$ cat src/rtl/control_sequencer_pkg.sv
// Shared control-unit definitions: state codes,
// opcodes and opcode field width.
package cpu_ctrl_pkg;

  localparam int OP_W = 3;

  typedef enum logic [2:0] {
    S_FETCH    = 3'b000,
    S_DECODE   = 3'b001,
    S_WAIT_IN  = 3'b010,
    S_EXEC_IN  = 3'b011,
    S_EXEC_OUT = 3'b100,
    S_EXEC_DEC = 3'b101,
    S_EXEC_JNZ = 3'b110,
    S_HALT     = 3'b111
  } state_e;

  localparam logic [OP_W-1:0] OP_IN   = 3'b011;
  localparam logic [OP_W-1:0] OP_OUT  = 3'b100;
  localparam logic [OP_W-1:0] OP_DEC  = 3'b101;
  localparam logic [OP_W-1:0] OP_JNZ  = 3'b110;
  localparam logic [OP_W-1:0] OP_HALT = 3'b111;

endpackage

$ cat src/rtl/control_sequencer_if.sv
// Sequencer bus: ir/enter in, state/status out.
// master drives ir+enter, slave is the sequencer.
interface control_sequencer_if #(
  parameter int IR_W   = 8,
  parameter int ICNT_W = 16
);
  logic [IR_W-1:0]   ir;
  logic              enter;
  logic [2:0]        current_state;
  logic              halted;
  logic              instr_done;
  logic [ICNT_W-1:0] instr_count;

  modport master (
    output ir, enter,
    input  current_state, halted,
    input  instr_done, instr_count
  );

  modport slave (
    input  ir, enter,
    output current_state, halted,
    output instr_done, instr_count
  );
endinterface

$ cat src/rtl/control_sequencer_sync.sv
// Enter-key synchroniser + rising-edge detector.
// Ports: clk, rst_n, d_i (async), level_o, rise_o.
module sync_edge_detect #(
  parameter int SYNC_STAGES = 2
) (
  input  logic clk,
  input  logic rst_n,
  input  logic d_i,
  output logic level_o,
  output logic rise_o
);
  logic [SYNC_STAGES-1:0] sync_q;
  logic                   prev_q;

  // Reset to 1 so a key held through reset
  // never looks like a fresh press.
  always_ff @(posedge clk) begin
    if (!rst_n) begin
      sync_q <= '1;
      prev_q <= 1'b1;
    end else begin
      sync_q <= {sync_q[SYNC_STAGES-2:0], d_i};
      prev_q <= sync_q[SYNC_STAGES-1];
    end
  end

  assign level_o = sync_q[SYNC_STAGES-1];
  assign rise_o  = level_o & ~prev_q;
endmodule

$ cat src/rtl/control_sequencer.sv
// Accumulator-CPU sequencer: state register,
// next-state logic, retired-instr counter.
// Ports: clk, rst_n, bus (slave: ir, enter,
// current_state, halted, instr_done, instr_count).
module control_sequencer
  import cpu_ctrl_pkg::*;
#(
  parameter int IR_W        = 8,
  parameter int SYNC_STAGES = 2,
  parameter int ICNT_W      = 16
) (
  input  logic                clk,
  input  logic                rst_n,
  control_sequencer_if.slave  bus
);
  state_e            state_q, state_d;
  logic              done_q, done_d;
  logic [ICNT_W-1:0] cnt_q, cnt_d;
  logic              ent_lvl, ent_rise;
  logic [OP_W-1:0]   op;
  logic              op_exec;

  sync_edge_detect #(
    .SYNC_STAGES(SYNC_STAGES)
  ) u_sync (
    .clk     (clk),
    .rst_n   (rst_n),
    .d_i     (bus.enter),
    .level_o (ent_lvl),
    .rise_o  (ent_rise)
  );

  assign op      = bus.ir[IR_W-1 -: OP_W];
  assign op_exec = op inside {OP_OUT, OP_DEC,
                              OP_JNZ, OP_HALT};

  always_comb begin
    state_d = state_q;
    done_d  = 1'b0;
    unique case (state_q)
      S_FETCH: state_d = S_DECODE;
      S_DECODE: begin
        unique case (1'b1)
          op == OP_IN: state_d = S_WAIT_IN;
          op_exec: begin
            // EXEC_* codes equal their opcodes
            state_d = state_e'(op);
            done_d  = (op == OP_HALT);
          end
          default: begin
            state_d = S_FETCH;
            done_d  = 1'b1;
          end
        endcase
      end
      // Edge pulse lasts one cycle, so edges
      // outside WAIT_IN are simply lost.
      S_WAIT_IN:
        if (ent_rise && ent_lvl)
          state_d = S_EXEC_IN;
      S_EXEC_IN, S_EXEC_OUT,
      S_EXEC_DEC, S_EXEC_JNZ: begin
        state_d = S_FETCH;
        done_d  = 1'b1;
      end
      S_HALT: state_d = S_HALT;
    endcase
  end

  assign cnt_d = done_d ? cnt_q + ICNT_W'(1)
                        : cnt_q;

  always_ff @(posedge clk) begin
    if (!rst_n) begin
      state_q <= S_FETCH;
      done_q  <= 1'b0;
      cnt_q   <= '0;
    end else begin
      state_q <= state_d;
      done_q  <= done_d;
      cnt_q   <= cnt_d;
    end
  end

  assign bus.current_state = state_q;
  assign bus.halted        = (state_q == S_HALT);
  assign bus.instr_done    = done_q;
  assign bus.instr_count   = cnt_q;
endmodule

$ cat src/flat_wrapper.sv
// flat-port wrapper written by rule: the top's interface ports become plain ports
module control_sequencer_flat import cpu_ctrl_pkg::*;
#(
  parameter int IR_W        = 8,
  parameter int SYNC_STAGES = 2,
  parameter int ICNT_W      = 16
)
  (clk, rst_n, bus_ir, bus_enter, bus_current_state, bus_halted, bus_instr_done, bus_instr_count);
  control_sequencer_if #(.IR_W(IR_W), .ICNT_W(ICNT_W)) bus_i ();
  input  logic clk;
  input  logic rst_n;
  input wire logic [$bits(bus_i.ir)-1:0] bus_ir;
  input wire logic [$bits(bus_i.enter)-1:0] bus_enter;
  output wire logic [$bits(bus_i.current_state)-1:0] bus_current_state;
  output wire logic [$bits(bus_i.halted)-1:0] bus_halted;
  output wire logic [$bits(bus_i.instr_done)-1:0] bus_instr_done;
  output wire logic [$bits(bus_i.instr_count)-1:0] bus_instr_count;
  assign bus_i.ir = bus_ir;
  assign bus_i.enter = bus_enter;
  assign bus_current_state = bus_i.current_state;
  assign bus_halted = bus_i.halted;
  assign bus_instr_done = bus_i.instr_done;
  assign bus_instr_count = bus_i.instr_count;
  control_sequencer #(.IR_W(IR_W), .SYNC_STAGES(SYNC_STAGES), .ICNT_W(ICNT_W)) u_core (.clk(clk), .rst_n(rst_n), .bus(bus_i));
endmodule
$ cat config.mk
export PLATFORM = sky130hd
export DESIGN_NAME = control_sequencer_flat
export DESIGN_NICKNAME = d
export VERILOG_FILES = /design/src/rtl/control_sequencer_pkg.sv /design/src/rtl/control_sequencer_if.sv /design/src/rtl/control_sequencer_sync.sv /design/src/rtl/control_sequencer.sv /design/src/flat_wrapper.sv
export SDC_FILE = /design/constraint.sdc
export NUM_CORES = 1
export LEC_CHECK = 0
export ABC_AREA = 1
export CORE_MARGIN = 2
export CORE_UTILIZATION = 50
export CTS_CLUSTER_DIAMETER = 60
export DETAILED_ROUTE_END_ITERATION = 10
export GPL_TIMING_DRIVEN = 0
export PLACE_DENSITY = 0.9
export RECOVER_POWER = 25
export REMOVE_ABC_BUFFERS = 1
export SKIP_LAST_GASP = 1
export SYNTH_ARGS = -nofsm -noshare
export SYNTH_HDL_FRONTEND = slang
export SYNTH_SLANG_ARGS = --single-unit
$ cat constraint.sdc
create_clock -name clk -period 3.58 [get_ports clk]
set_clock_uncertainty 0.1 [all_clocks]
set_input_delay 0.716 -clock clk [delete_from_list [all_inputs] [get_ports clk]]
set_output_delay 0.716 -clock clk [all_outputs]
set_load 0.01 [all_outputs]
==> flow_metrics.py, run 1 <==
metrics = {
    "final_layout": {
        "area_growth_pct": 25.1,
        "n_fill_cell": 203,
        "nets": 209,
        "drive_gt1_frac": 0.0612,
        "antenna_cells": 0,
        "fin_cells": 224,
        "final_area_um2": 1420,
        "post-route-util": 0.649,
    },
    "sta": {
        "slew-limit-headroom": 0.477,
        "min_period_ps": 2460,
        "tns_ps": 0,
        "setup_viol": 0,
        "max_freq_mhz": 406,
        "hold_viol_final": 0,
        "hold_slack_ps": 327,
        "post-route-period-util": 0.688,
        "finalMaxSlewViolations": 0,
        "tightest_slew_ps": 782,
        "worst_slack_ps": 1120,
        "rsz0062_at_grt": "no",
    },
    "die": {
        "dieArea_um2": 2670,
        "io_pins": 32,
        "dieHeight_um": 51.7,
        "rows": 17,
        "initial_utilization": 0.519,
        "fp.dieW_um": 51.7,
        "coreArea_um2": 2190,
    },
    "place": {
        "port_buffers": 26,
        "dpl.hpwl_mm": 1.67,
        "placed_area_um2": 1400,
        "place_inst": 220,
        "place_ws_ps": 1130,
        "gp_congestion": 0.804,
    },
    "logic_synthesis": {
        "synth-seq-cells": 23,
        "ys_seq_area_frac": 0.405,
        "ys_async_sr_fraction": 0,
        "synth_top_flop_cell": "dfxtp_1",
        "yosysWarningCount": 0,
        "synth.area.top_cells": "dfxtp_1 (40%), nand2_1 (14%), nor2_1 (11%)",
        "synth_edf_count": 0,
        "netlist_instances": 170,
        "synthDistinctLibCells": 21,
        "yosys.area.top_type": "dfxtp_1",
        "yosys-top-cells-count": "nand2_1 (42), nor2_1 (33), dfxtp_1 (23)",
        "netlist_area_um2": 1140,
        "yosysTopAreaCellShare": 0.405,
        "synth_most_common_cell": "nand2_1",
        "syn_area_per_cell_um2": 6.69,
    },
    "worst_setup_path": {
        "crit_path_start_kind": "input port",
        "end_kind": "flip-flop",
        "worstPathArrival_ps": 2580,
        "cp_num_buf_inv": 3,
        "path_depth": 9,
        "max_stage_delay_ps": 600,
        "cpMostUsedCell": "nand2_1",
        "crit_fanout": 27,
        "path_class": "input port to flip-flop",
        "reg2regPathDepth": 7,
        "cpLargestDelayFamily": "simple AND/OR/NAND/NOR gates",
        "crit_slowest_cell": "dlygate4sd3_1",
        "path_cells": "dlygate4sd3_1, inv_1, nand2_1, nand2_1, nand2_2, nand2_1, inv_1, nor2_1, nor2_1",
        "required_ps": 3690,
    },
    "drt": {
        "wl_per_cell_um": 10.0,
        "ant_nets": 0,
        "dr.first_iter.drc_count": 10,
        "wl_mm": 2.24,
        "avgViaCountPerCell": 4.99,
        "dr.pass1.iters": 4,
        "vias": 1118,
        "drc": 0,
    },
    "clocking": {
        "clk_pin_slew_ps": 130,
        "ctsRootBufferMaster": "clkbuf_4",
        "cts_setup_buffers": 0,
        "cts_tree": "built",
        "cts_buffers": 3,
        "clockBufferDepth": 2,
        "clock-sinks": 23,
        "htreeDepth": 1,
        "worstSkewPairLatency_ps": 300,
        "post_cts_resized": 0,
        "cts_hold_buf": 0,
    },
    "pwr": {
        "p_total_mw": 0.460,
        "pwr_density_cell_nw_per_um2": 323,
        "ir_worst_vdd_mv": 0.176,
        "p_leak_nw": 0.591,
    },
    "outcome": {
        "status": "complete, no violations",
    },
    "worst_hold_path": {
        "hold_depth": 1,
        "holdCritPathClass": "flip-flop to flip-flop",
    },
    "global_routing": {
        "antenna_found_initial": 0,
        "gr-usage-all-layers": 0.190,
        "grt_overflow": 0,
        "grt_max_degree": 28,
        "grt_pass1_vias": 980,
        "grt_pass1_wl_mm": 3.95,
    },
    "job": {
        "maxCapViolCount": 0,
    },
}
## final cells by class
type	count	area [µm²]	share of cell area
inverter	19	71.3	0.0501
sequential	23	460	0.324
clock buffer	3	22.5	0.0158
multi-input combinational	124	568	0.399
tap	28	35.0	0.0246
clock inverter	1	5.00	0.00352
timing repair buffer	26	260	0.183
## kinds of logic (layout without fill, tap and decap cells)
kind of cell | count (synthesis) | count (layout) | synth area share
flip-flops | 23 | 23 | 0.405
AO/OA/AOI/OAI | 20 | 20 | 0.0924
buffers and inverters | 23 | 49 | 0.0891
adder cells (fa/ha/maj) | 1 | 1 | 0.0110
AND/OR/NAND/NOR | 101 | 101 | 0.387
XOR/XNOR | 2 | 2 | 0.0154
## per-layer routing
layer  GRT usage  vias up  routed length (µm)
met4      0.0526        0                  13
li1            -      587                   -
met1       0.253      500                1020
met3      0.0287        2                 116
met5           0        -                   0
met2       0.321       29                1090
## state kept, by name, indices dropped and copies added (netlist names)
register and flops:
u_core.bus.instr_count 16, u_core.bus.current_state 3, u_core.u_sync.sync_q 2, u_core.bus.instr_done 1, u_core.u_sync.prev_q 1
## layout by cell type (no fill, tap or decap), types with 2 or more instances in the layout
cell type | Yosys | final
dlygate4sd3_1 | 0 | 2
nand2_2 | 2 | 2
xor2_1 | 2 | 2
inv_1 | 18 | 18
o21ai_0 | 3 | 3
dfxtp_1 | 23 | 23
nand3_1 | 17 | 17
or2_2 | 3 | 3
a21oi_1 | 13 | 13
clkbuf_4 | 0 | 3
a31oi_1 | 2 | 2
nand2_1 | 42 | 43
nor2_1 | 33 | 33
clkdlybuf4s50_1 | 0 | 24
## where the power goes
part / switching (mW) / leakage (nW) / internal [mW]
registers: 0.00894 / 0.187 / 0.264
clock network: 0.0772 / 0.0177 / 0.0417
logic: 0.0392 / 0.386 / 0.0286
total: 0.125 / 0.591 / 0.335
## final timing paths
check	start	end	slack, ps
hold / removal	u_core.u_sync.sync_q[0]	u_core.u_sync.sync_q[1]	330
setup / recovery	bus_ir[7]	u_core.bus.instr_count[1]	1120
hold reg to reg	u_core.u_sync.sync_q[0]	u_core.u_sync.sync_q[1]	330
setup reg to reg	u_core.bus.current_state[0]	u_core.bus.instr_count[1]	1620
No activity file was read; power rests on OpenSTA's default activity.
==> run 2: changes to the inputs <==
--- a/config.mk
+++ b/config.mk
@@ -7,11 +7,11 @@
 export LEC_CHECK = 0
 export ABC_AREA = 1
 export CORE_MARGIN = 2
-export CORE_UTILIZATION = 50
+export CORE_UTILIZATION = 46
 export CTS_CLUSTER_DIAMETER = 60
 export DETAILED_ROUTE_END_ITERATION = 10
 export GPL_TIMING_DRIVEN = 0
-export PLACE_DENSITY = 0.9
+export PLACE_DENSITY = 0.84
 export RECOVER_POWER = 25
 export REMOVE_ABC_BUFFERS = 1
 export SKIP_LAST_GASP = 1
==> constraint.sdc (replaced) <==
create_clock -name clk -period 2.37 [get_ports clk]
set_clock_uncertainty 0.1 [all_clocks]
set_input_delay 0.474 -clock clk [delete_from_list [all_inputs] [get_ports clk]]
set_output_delay 0.474 -clock clk [all_outputs]
set_load 0.01 [all_outputs]
==> run 2 against run 1 <==
Compared with the run above:
- global-route usage barely moved
- clock power rose by 50%
- flip-flop and latch count did not move
- core utilization fell by 5.6 points
- non-clock buffer count did not move
- critical path depth fell by 6
- wire length rose by 6.6%
- worst setup slack got worse by 890 ps
- critical path type is now flip-flop to output port
==> flow_metrics.py, run 2 (synthesized netlist as in run 1, its figures left out) <==
metrics = {
    "outcome": {
        "status": "complete, no violations",
    },
    "final_layout": {
        "n_fill_cell": 226,
        "layout_commonest_cell": "nand2_1",
        "nets": 209,
        "multi_input_area_um2": 573,
        "area.sequential_um2": 460,
        "layout_common_cells": "nand2_1 (43), nor2_1 (33), clkdlybuf4s50_1 (24), dfxtp_1 (23), inv_1 (18)",
        "largest_reg_flops": 16,
        "area_growth_pct": 25.6,
        "drive_gt1_frac": 0.0561,
        "antenna_cells": 0,
    },
    "sta": {
        "max_freq_mhz": 467,
        "setup_viol": 0,
        "min_period_ps": 2140,
        "tns_ps": 0,
        "rsz0062_at_grt": "no",
        "post-route-period-util": 0.903,
        "tightest_slew_ps": 625,
        "hold_viol_final": 0,
        "finalMaxSlewViolations": 0,
        "worst_slack_ps": 231,
        "slew-limit-headroom": 0.582,
    },
    "drt": {
        "avgViaCountPerCell": 4.93,
        "wl_mm": 2.39,
        "ant_nets": 0,
        "vias": 1115,
        "dr.first_iter.drc_count": 32,
        "drc": 0,
        "dr.pass1.iters": 4,
        "wl_per_cell_um": 10.6,
    },
    "pwr": {
        "swShare": 0.270,
        "switching_power_mw": 0.188,
        "seqPwrFrac": 0.592,
        "pwr_density_cell_nw_per_um2": 488,
        "pwr-share-clk": 0.255,
        "ir_worst_vdd_mv": 0.390,
        "p_leak_nw": 0.588,
        "p_int_mw": 0.510,
        "combPwrFrac": 0.153,
    },
    "global_routing": {
        "antenna_found_initial": 0,
        "grt_use_met3": 0.0250,
        "use_met2": 0.343,
        "gr-usage-all-layers": 0.190,
        "grt_overflow": 0,
        "grt_pass1_vias": 1030,
        "grt_max_degree": 28,
        "grt_busiest_layer": "met2",
        "grt_pass1_wl_mm": 4.06,
        "gr-usage-met1": 0.225,
    },
    "worst_hold_path": {
        "holdCritPathClass": "flip-flop to flip-flop",
        "worstHoldStart": "u_core.u_sync.sync_q[1]",
    },
    "clocking": {
        "cts_hold_buf": 0,
        "post_cts_resized": 0,
        "worstSkewPairLatency_ps": 310,
        "cts_tree": "built",
        "clk_pin_slew_ps": 110,
        "cts_setup_buffers": 0,
        "htreeDepth": 1,
        "cts_buffers": 3,
        "clockBufferDepth": 2,
        "ctsRootBufferMaster": "clkbuf_4",
        "clock-sinks": 23,
    },
    "die": {
        "coreArea_um2": 2410,
        "initial_utilization": 0.472,
        "io_pins": 32,
        "dieHeight_um": 53.7,
        "dieArea_um2": 2890,
        "rows": 18,
        "fp.dieW_um": 53.7,
    },
    "worst_setup_path": {
        "end_kind": "output port",
        "worstPathArrival_ps": 1570,
        "crit_fanout": 6,
        "ff2ff_setup_slack_ps": 690,
        "cp-endpoint": "bus_halted",
        "startpoint": "u_core.bus.current_state[2]",
        "crit_path_start_kind": "flip-flop",
        "reg2regPathDepth": 8,
        "path_class": "flip-flop to output port",
        "required_ps": 1800,
        "reg2reg_to": "u_core.bus.instr_count[14]",
        "regToRegStartpoint": "u_core.bus.instr_count[0]",
    },
    "place": {
        "gp_congestion": 0.752,
        "port_buffers": 26,
        "dpl.hpwl_mm": 1.80,
        "place_ws_ps": 156,
    },
    "job": {
        "maxCapViolCount": 0,
    },
}
-- run 2: cell count changes in the layout (fill, tap and decap cells not counted) --
| cell | change |
|---|---|
| clkbuf_1 | +1 |
| clkinv_2 | -1 |
| nand2_2 | -1 |
| nand2_4 | +1 |
-- run 2: per-stage QoR --
stage	area [µm²]	hold slack (ps)	utilization	cells	total power [mW]
floorplan	1110	288	-	166	0.480
global placement	1410	296	0.583	222	0.523
detailed placement	1410	312	0.583	222	0.531
CTS	1430	340	0.594	226	0.703
global route	1430	344	0.593	226	0.729
finish	1430	331	0.593	226	0.698
-- run 2: final cells by class --
cell class,count,area share
timing repair buffer,26,0.182
sequential,23,0.322
tap,30,0.0263
clock buffer,4,0.0184
multi-input combinational,124,0.401
inverter,19,0.0499
-- run 2: how the worst min path moves through the flow --
| stage | slack [ps] | endpoint | cells past startpoint |
|---|---|---|---|
| 3_3_place_gp | 300 | u_core.u_sync.sync_q[1] | 1 |
| 6_report | 330 | u_core.u_sync.prev_q | 2 |
| 5_1_grt | 340 | u_core.u_sync.sync_q[1] | 1 |
| 4_1_cts | 340 | u_core.u_sync.prev_q | 2 |
| 2_1_floorplan | 290 | u_core.u_sync.prev_q | 2 |
| 3_5_place_dp | 310 | u_core.u_sync.prev_q | 2 |
-- run 2: worst max-delay path, cell delays in order (launching register included) --
cell	delay [ps]
dfxtp_1	480
nand3_2	170
inv_1	80
clkdlybuf4s50_1	520
-- run 2: power by group through the flow --
stage | registers [mW] | logic (mW) | clock network, mW
after floorplan | 0.425 | 0.0552 | 0
after global placement | 0.421 | 0.102 | 0
after detailed placement | 0.422 | 0.109 | 0
after CTS | 0.414 | 0.109 | 0.180
after global routing | 0.416 | 0.120 | 0.193
final | 0.414 | 0.107 | 0.178
-- run 2: layer usage --
metal,vias to the layer above,part of all wire
li1,587,-
met1,494,0.45
met2,29,0.49
met3,5,0.049
met4,0,0.015
met5,-,0
==> run 3: changes to the inputs <==
--- a/config.mk
+++ b/config.mk
@@ -9,6 +9,7 @@
 export CORE_MARGIN = 2
 export CORE_UTILIZATION = 46
 export CTS_CLUSTER_DIAMETER = 60
+export CTS_CLUSTER_SIZE = 24
 export DETAILED_ROUTE_END_ITERATION = 10
 export GPL_TIMING_DRIVEN = 0
 export PLACE_DENSITY = 0.84
==> results of run 3 <==
The final DEF is identical to that of run 2; final timing and power are the same.
